File: src/rtl/sa_pkg.sv
// Shared types and helpers for the systolic-array cell: operation modes, controller
// states and the signed saturation helpers used by the result path.
package sa_pkg;

  typedef enum logic [1:0] {
    ModeLoad = 2'd0,
    ModeMac  = 2'd1,
    ModeElem = 2'd2,
    ModePass = 2'd3
  } mode_e;

  typedef enum logic [2:0] {
    StIdle  = 3'd0,
    StLoad  = 3'd1,
    StRun   = 3'd2,
    StDrain = 3'd3,
    StHold  = 3'd4
  } state_e;

  // Widest value the saturation helpers accept; callers sign-extend into it.
  localparam int unsigned SatInWidth = 64;

  // Clamp a signed value into the range of a 'width'-bit signed number.
  function automatic logic signed [SatInWidth-1:0] sat_to_width(
    input logic signed [SatInWidth-1:0] value,
    input int unsigned                  width
  );
    logic signed [SatInWidth-1:0] hi;
    logic signed [SatInWidth-1:0] lo;
    hi = (64'sd1 <<< (width - 1)) - 64'sd1;
    lo = -(64'sd1 <<< (width - 1));
    if (value > hi) begin
      return hi;
    end else if (value < lo) begin
      return lo;
    end
    return value;
  endfunction

  // High when sat_to_width would have to clamp the value.
  function automatic logic sat_overflow(
    input logic signed [SatInWidth-1:0] value,
    input int unsigned                  width
  );
    logic signed [SatInWidth-1:0] hi;
    logic signed [SatInWidth-1:0] lo;
    hi = (64'sd1 <<< (width - 1)) - 64'sd1;
    lo = -(64'sd1 <<< (width - 1));
    return (value > hi) || (value < lo);
  endfunction

endpackage

File: src/rtl/sa_mult_pipe.sv
// Two-stage signed multiplier: operands are registered, then the full-width product.
// A common enable freezes both stages so a stalled consumer never loses a product.
module sa_mult_pipe #(
  parameter int unsigned DATA_WIDTH = 16
) (
  input  logic                      clk,
  input  logic                      rst,
  input  logic                      en,
  input  logic [DATA_WIDTH-1:0]     a,
  input  logic [DATA_WIDTH-1:0]     b,
  input  logic                      in_valid,
  output logic [2*DATA_WIDTH-1:0]   prod,
  output logic                      out_valid,
  output logic                      active
);

  localparam int unsigned PW = 2 * DATA_WIDTH;

  logic [DATA_WIDTH-1:0] a_q;
  logic [DATA_WIDTH-1:0] b_q;
  logic                  v1_q;
  logic [PW-1:0]         prod_q;
  logic                  v2_q;

  // Operand capture then product register, both held while en is low.
  always_ff @(posedge clk or posedge rst) begin
    if (rst) begin
      a_q    <= '0;
      b_q    <= '0;
      v1_q   <= 1'b0;
      prod_q <= '0;
      v2_q   <= 1'b0;
    end else if (en) begin
      v1_q <= in_valid;
      if (in_valid) begin
        a_q <= a;
        b_q <= b;
      end
      v2_q <= v1_q;
      if (v1_q) begin
        prod_q <= PW'($signed(a_q)) * PW'($signed(b_q));
      end
    end
  end

  assign prod      = prod_q;
  assign out_valid = v2_q;
  assign active    = v1_q | v2_q;

endmodule

File: src/rtl/sa_cell_pipe.sv
// Systolic-array processing cell: weight buffer, activation forwarding east, and a
// pipelined multiply feeding either an accumulator (MAC) or a result stream (ELEM).
module sa_cell_pipe
  import sa_pkg::*;
#(
  parameter int unsigned DATA_WIDTH = 16,
  parameter int unsigned ACC_WIDTH  = 40,
  parameter int unsigned WD_DEPTH   = 16
) (
  input  logic                          clk,
  input  logic                          rst,
  input  logic [1:0]                    mode,
  input  logic                          start,
  input  logic [$clog2(WD_DEPTH):0]     k_len,
  input  logic [DATA_WIDTH-1:0]         data_in,
  input  logic                          data_in_valid,
  input  logic [DATA_WIDTH-1:0]         left_in,
  input  logic                          left_valid,
  output logic                          left_ready,
  input  logic [DATA_WIDTH-1:0]         top_in,
  input  logic                          top_valid,
  output logic                          top_ready,
  output logic [DATA_WIDTH-1:0]         right_out,
  output logic                          right_valid,
  output logic [DATA_WIDTH-1:0]         result_out,
  output logic                          result_valid,
  input  logic                          result_ready,
  output logic                          busy,
  output logic [$clog2(WD_DEPTH):0]     w_count,
  output logic                          w_full,
  output logic                          w_empty,
  output logic                          sat,
  output logic                          err
);

  localparam int unsigned AW = $clog2(WD_DEPTH);
  localparam int unsigned CW = AW + 1;
  localparam int unsigned PW = 2 * DATA_WIDTH;
  localparam int unsigned SW = ACC_WIDTH + 1;

  state_e                       state_q;
  mode_e                        mode_q;
  logic [CW-1:0]                klen_q;
  logic [CW-1:0]                cnt_q;
  logic [CW-1:0]                w_count_q;
  logic signed [ACC_WIDTH-1:0]  acc_q;
  logic [DATA_WIDTH-1:0]        right_out_q;
  logic                         right_valid_q;
  logic [DATA_WIDTH-1:0]        result_q;
  logic                         result_valid_q;
  logic                         sat_q;
  logic                         err_q;
  logic [DATA_WIDTH-1:0]        wd [WD_DEPTH];

  logic                         left_xfer;
  logic                         wr_ok;
  logic                         start_ok;
  logic                         mult_en;
  logic                         mult_in_valid;
  logic [DATA_WIDTH-1:0]        weight;
  logic [PW-1:0]                mult_prod;
  logic                         mult_out_valid;
  logic                         mult_active;
  logic signed [SatInWidth-1:0] prod_wide;
  logic signed [SatInWidth-1:0] prod_sat;
  logic                         prod_ovf;
  logic signed [SW-1:0]         fin_sum;
  logic signed [SatInWidth-1:0] fin_wide;
  logic signed [SatInWidth-1:0] fin_sat;
  logic                         fin_ovf;

  // Handshakes, start qualification and saturation of both result sources.
  always_comb begin
    // An unaccepted result freezes the multiplier, so no new activations may enter.
    mult_en       = !result_valid_q || result_ready;
    left_ready    = (state_q == StRun) && mult_en;
    left_xfer     = left_valid && left_ready;
    top_ready     = (state_q == StDrain) && (mode_q == ModeMac) && !mult_active;
    wr_ok         = (state_q == StLoad) && data_in_valid && !w_full;
    mult_in_valid = left_xfer && ((mode_q == ModeMac) || (mode_q == ModeElem));
    weight        = wd[cnt_q[AW-1:0]];
    start_ok      = (k_len != '0) && (k_len <= CW'(WD_DEPTH));
    if (((mode_e'(mode) == ModeMac) || (mode_e'(mode) == ModeElem)) && (k_len > w_count_q)) begin
      start_ok = 1'b0;
    end
    prod_wide = SatInWidth'($signed(mult_prod));
    prod_sat  = sat_to_width(prod_wide, DATA_WIDTH);
    prod_ovf  = sat_overflow(prod_wide, DATA_WIDTH);
    fin_sum   = SW'(acc_q) + SW'($signed(top_in));
    fin_wide  = SatInWidth'(fin_sum);
    fin_sat   = sat_to_width(fin_wide, DATA_WIDTH);
    fin_ovf   = sat_overflow(fin_wide, DATA_WIDTH);
  end

  sa_mult_pipe #(
    .DATA_WIDTH(DATA_WIDTH)
  ) u_mult (
    .clk      (clk),
    .rst      (rst),
    .en       (mult_en),
    .a        (left_in),
    .b        (weight),
    .in_valid (mult_in_valid),
    .prod     (mult_prod),
    .out_valid(mult_out_valid),
    .active   (mult_active)
  );

  // Weight storage; contents are only meaningful below w_count, so no reset is needed.
  always_ff @(posedge clk) begin
    if (wr_ok) begin
      wd[w_count_q[AW-1:0]] <= data_in;
    end
  end

  // Controller, forwarding, accumulator and result registers.
  always_ff @(posedge clk or posedge rst) begin
    if (rst) begin
      state_q        <= StIdle;
      mode_q         <= ModeLoad;
      klen_q         <= '0;
      cnt_q          <= '0;
      w_count_q      <= '0;
      acc_q          <= '0;
      right_out_q    <= '0;
      right_valid_q  <= 1'b0;
      result_q       <= '0;
      result_valid_q <= 1'b0;
      sat_q          <= 1'b0;
      err_q          <= 1'b0;
    end else begin
      right_valid_q <= left_xfer;
      if (left_xfer) begin
        right_out_q <= left_in;
      end

      if (data_in_valid && !wr_ok) begin
        err_q <= 1'b1;
      end
      if (wr_ok) begin
        w_count_q <= w_count_q + CW'(1);
      end

      if (mult_en) begin
        if (mult_out_valid && (mode_q == ModeElem)) begin
          result_q       <= DATA_WIDTH'(prod_sat);
          result_valid_q <= 1'b1;
          if (prod_ovf) begin
            sat_q <= 1'b1;
          end
        end else begin
          result_valid_q <= 1'b0;
        end
        if (mult_out_valid && (mode_q == ModeMac)) begin
          acc_q <= acc_q + ACC_WIDTH'($signed(mult_prod));
        end
      end

      case (state_q)
        StIdle: begin
          if (start) begin
            if (start_ok) begin
              mode_q  <= mode_e'(mode);
              klen_q  <= k_len;
              cnt_q   <= '0;
              acc_q   <= '0;
              state_q <= (mode_e'(mode) == ModeLoad) ? StLoad : StRun;
            end else begin
              err_q <= 1'b1;
            end
          end
        end
        StLoad: begin
          if (w_full) begin
            state_q <= StIdle;
          end else if (data_in_valid) begin
            cnt_q <= cnt_q + CW'(1);
            if ((cnt_q + CW'(1) == klen_q) || (w_count_q + CW'(1) == CW'(WD_DEPTH))) begin
              state_q <= StIdle;
            end
          end
        end
        StRun: begin
          if (left_xfer) begin
            cnt_q <= cnt_q + CW'(1);
            if (cnt_q + CW'(1) == klen_q) begin
              state_q <= StDrain;
            end
          end
        end
        StDrain: begin
          unique case (mode_q)
            ModeMac: begin
              if (top_valid && top_ready) begin
                result_q       <= DATA_WIDTH'(fin_sat);
                result_valid_q <= 1'b1;
                if (fin_ovf) begin
                  sat_q <= 1'b1;
                end
                state_q <= StHold;
              end
            end
            ModeElem: begin
              if (!mult_active && (!result_valid_q || result_ready)) begin
                state_q <= StIdle;
              end
            end
            ModePass: state_q <= StIdle;
            ModeLoad: state_q <= StIdle;
          endcase
        end
        StHold: begin
          if (result_ready) begin
            state_q <= StIdle;
          end
        end
        default: state_q <= StIdle;
      endcase
    end
  end

  assign right_out    = right_out_q;
  assign right_valid  = right_valid_q;
  assign result_out   = result_q;
  assign result_valid = result_valid_q;
  assign busy         = (state_q != StIdle);
  assign w_count      = w_count_q;
  assign w_full       = (w_count_q == CW'(WD_DEPTH));
  assign w_empty      = (w_count_q == '0);
  assign sat          = sat_q;
  assign err          = err_q;

endmodule

File: config.mk
export PLATFORM = sky130hd
export DESIGN_NAME = sa_cell_pipe
export DESIGN_NICKNAME = d
export VERILOG_FILES = /design/src/rtl/sa_pkg.sv /design/src/rtl/sa_mult_pipe.sv /design/src/rtl/sa_cell_pipe.sv
export SDC_FILE = /design/constraint.sdc
export NUM_CORES = 2
export LEC_CHECK = 0
export ABC_AREA = 1
export CORE_UTILIZATION = 55
export DETAILED_ROUTE_END_ITERATION = 7
export GPL_ROUTABILITY_DRIVEN = 0
export PLACE_DENSITY = 0.72
export SYNTH_ARGS = -nofsm -noshare
export SYNTH_HDL_FRONTEND = slang
export SYNTH_SLANG_ARGS = --single-unit
File: constraint.sdc
create_clock -name clk -period 6.2 [get_ports clk]
set_input_delay 1.24 -clock clk [delete_from_list [all_inputs] [get_ports clk]]
set_output_delay 1.24 -clock clk [all_outputs]
set_load 0.02 [all_outputs]
==> reports/results.ini <==
[yosys]
yosys.area.top_type = edfxtp_1
syn_area_mm2 = 0.0333
ys_seq_area_share_pct = 35.2
synth_nets = 4532
ys_warn_count = 0
synth-edff-count = 256
synth_cells = 4030
ys_types = 57
synth_top_flop_cell = edfxtp_1
yosysTopAreaCellShare_pct = 23.1
ys_seq_elements = 418
synth.avg_cell_area_um2 = 8.27
synth_async_sr_flop_share_pct = 38.8
synth_area_leaders = edfxtp_1 23%, fa_1 16%, dfrtp_1 12%, nand2_1 10%, inv_1 8.8%

[worst_setup_path]
worstPathRequired_ps = 6710
crit_path_end = u_mult.prod[30]$_DFFE_PP0P_
startpoint = u_mult.b_q[5]$_DFFE_PP0P_
r2r_end = u_mult.prod[30]$_DFFE_PP0P_
critPathKind = register to register
r2r-start = u_mult.b_q[5]$_DFFE_PP0P_
cp_max_fo = 12
r2r_setup_slack_ps = 240
crit_arrival_ps = 6460
endpoint_kind = register
reg2reg_depth = 23
critPathLaunchType = register

[clock_network]
path_clk_slew_ps = 60
clk_latency_ps = 610
clockBufferDepth = 3
cts-htree-levels = 2
cts_made_buffers = 45
ctsHoldBuffers = 0
cts_tree = yes
clock_sinks = 418
ctsRootBufferMaster = clkbuf_16

[global_route]
grt_max_degree = 81
grt_use_total_pct = 29.0
grt_overflow = 0
grt_pass1_wl_um = 138000
antenna_found_initial = 0
grt_pass1_vias = 25900

[die]
die_y_um = 248
ios = 108
row_count = 89
die_w_um = 248
design.core.area_mm2 = 0.0595
start_util_pct = 56.0
dieArea_mm2 = 0.0616

[detailed_routing]
wirelength_um = 87400
drc_errors = 0
wl_per_cell_um = 17.8
drtIter0Drc = 2253
num_vias = 26900
vias_per_cell = 5.46
drtAntennaViolNets = 0
first_pass_iters = 5

[timing]
rsz0062_at_grt = yes
fin_crit_ps = 5960
max_freq_ghz = 0.168
setup_viol = 0
slew_headroom_pct = 35.2
fin_ws_ps = 243
skew_ps = 34.3
worst_pin_slew_ps = 966
timing.final.crit_share_pct = 96.1
hold_viol_final = 0
slew_viol_final = 0

[placed_design]
io_buffer_count = 107
hpwlAfterDp_um = 65300
post-place-ws_ps = -13.9

[final_layout]
drive_gt1_share_pct = 7.00
antennaDiodeCount = 0
fill_cells = 5179
utilization_pct = 62.2
finalNetCount = 4610
synthToLayoutAreaGrowth_pct = 11.0

[min_path]
hold_class = register to register

[job]
drv_cap = 0

[run_status]
status = finished clean

kinds of logic (layout without fill, tap and decap cells):
logic type | Yosys count | after routing | synth area share, %
AO/OA/AOI/OAI | 648 | 648 | 10.9
AND/OR/NAND/NOR | 1509 | 1509 | 18.6
flip-flops | 418 | 418 | 35.2
multiplexers | 10 | 10 | 0.338
adder cells (fa/ha/maj) | 440 | 440 | 22.5
XOR/XNOR | 70 | 70 | 1.84
buffers and inverters | 935 | 1049 | 10.6
cell usage after synthesis (10+ instances only):
cell      instances
nor2_1          354
edfxtp_1        256
fa_1            264
nand2_1         905
inv_1           779
a31oi_1          21
nand2_2          14
ha_1            176
xor2_1           49
a21oi_2          11
nor2_2           11
mux2_2           10
xnor2_1          21
a21o_1           13
nand4_1          28
dfrtp_1         162
clkbuf_1        140
nand3_1         115
or2_2            28
o22ai_1          77
a21oi_1         165
o21ai_0         295
o211ai_1         17
nor3_1           15
metrics by stage:
step | setup TNS, ps | hold slack [ps] | cell area [um^2] | cells
6_report | 0 | 486 | 37000 | 4917
4_1_cts | 0 | 488 | 36800 | 4911
5_1_grt | -48.3 | 508 | 37000 | 4917
2_1_floorplan | 0 | 452 | 33300 | 4030
3_3_place_gp | 0 | 462 | 35300 | 4828
3_5_place_dp | -13.9 | 473 | 35300 | 4828
layout make-up:
cell class | count | area, um^2 | share of cell area (%)
Inverter | 784 | 2950 | 7.97
Clock inverter | 28 | 302 | 0.815
Tap cell | 773 | 967 | 2.61
Multi-Input combinational cell | 2677 | 18200 | 49.1
Timing Repair Buffer | 182 | 1650 | 4.45
Sequential cell | 418 | 11800 | 31.8
Clock buffer | 55 | 1180 | 3.20
how the worst min path moves through the flow:
stage	start	end	slack [ps]	cells after the start
5_1_grt	right_out[11]$_DFFE_PP0P_	right_out[11]$_DFFE_PP0P_	510	2
2_1_floorplan	klen_q[4]$_DFFE_PP0P_	klen_q[4]$_DFFE_PP0P_	450	2
4_1_cts	sat$_DFF_PP0_	sat$_DFF_PP0_	490	2
6_report	right_out[3]$_DFFE_PP0P_	right_out[3]$_DFFE_PP0P_	490	2
3_5_place_dp	sat$_DFF_PP0_	sat$_DFF_PP0_	470	2
3_3_place_gp	sat$_DFF_PP0_	sat$_DFF_PP0_	460	2
repair_timing:
action / in CTS / in global routing
pin swaps: 0 / 3
hold endpoints to repair: 0 / 0
cloned: 0 / 0
resized for setup: 4 / 45
endpoints found under the setup margin: 3 / 13
setup buffers: 0 / 6
registers in the layout (all words and copies together) (netlist names):
register	flops
acc_q	40
cnt_q	5
err	1
klen_q	5
mode_q	2
result_out	16
result_valid	1
right_out	16
right_valid	1
sat	1
state_q	3
u_mult.a_q	16
u_mult.b_q	16
u_mult.out_valid	1
u_mult.prod	32
u_mult.v1_q	1
w_count	5
wd	256
metal layers:
metal	wire [um]	share of wire, %	global-route usage [%]	vias to the layer above
li1	-	-	-	12900
met5	0	0	0	-
met2	42600	49	49.3	865
met3	5790	6.6	3.99	150
met4	2560	2.9	8.61	0
met1	36500	42	38.5	12900
layout by cell type, fill, tap and decap left out, types with 7 or more instances in the layout:
| master | synthesis | final |
|---|---|---|
| nand2_1 | 905 | 902 |
| inv_1 | 779 | 775 |
| nor2_1 | 354 | 349 |
| o21ai_0 | 295 | 293 |
| fa_1 | 264 | 262 |
| edfxtp_1 | 256 | 256 |
| ha_1 | 176 | 172 |
| a21oi_1 | 165 | 162 |
| dfrtp_1 | 162 | 141 |
| nand3_1 | 115 | 113 |
| clkdlybuf4s50_1 | 0 | 107 |
| o22ai_1 | 77 | 77 |
| buf_4 | 0 | 72 |
| xor2_1 | 49 | 49 |
| clkbuf_16 | 0 | 45 |
| nand4_1 | 28 | 28 |
| or2_2 | 28 | 28 |
| xnor2_1 | 21 | 21 |
| a31oi_1 | 21 | 20 |
| dfrtp_2 | 0 | 20 |
| o211ai_1 | 17 | 17 |
| nand2_2 | 14 | 17 |
| nor2_2 | 11 | 15 |
| a21oi_2 | 11 | 14 |
| a21o_1 | 13 | 13 |
| nor3_1 | 15 | 12 |
| clkinv_2 | 0 | 12 |
| mux2_2 | 10 | 10 |
| nor3_2 | 6 | 9 |
| o21ai_1 | 7 | 9 |
| clkinv_1 | 4 | 8 |
| nand3_2 | 6 | 8 |
| nand3b_1 | 8 | 8 |
| clkbuf_1 | 140 | 8 |
| o21bai_1 | 7 | 7 |
worst max-delay path, stage by stage, from the launching register on:
cell,delay [ps]
dfrtp_2,470
buf_4,220
nand2_1,80
inv_1,50
fa_1,490
inv_1,50
fa_1,500
fa_2,540
inv_1,50
fa_1,460
fa_1,540
inv_1,60
fa_1,530
inv_1,40
ha_1,360
nand2_1,190
nor4_4,300
nand4_1,120
nand3_1,170
nand2_1,80
o211ai_1,140
a21oi_1,120
xor2_1,150
o21ai_0,140
Power is not shown: default switching activity piles up to over one toggle a cycle in this logic, so the estimate is an artifact.
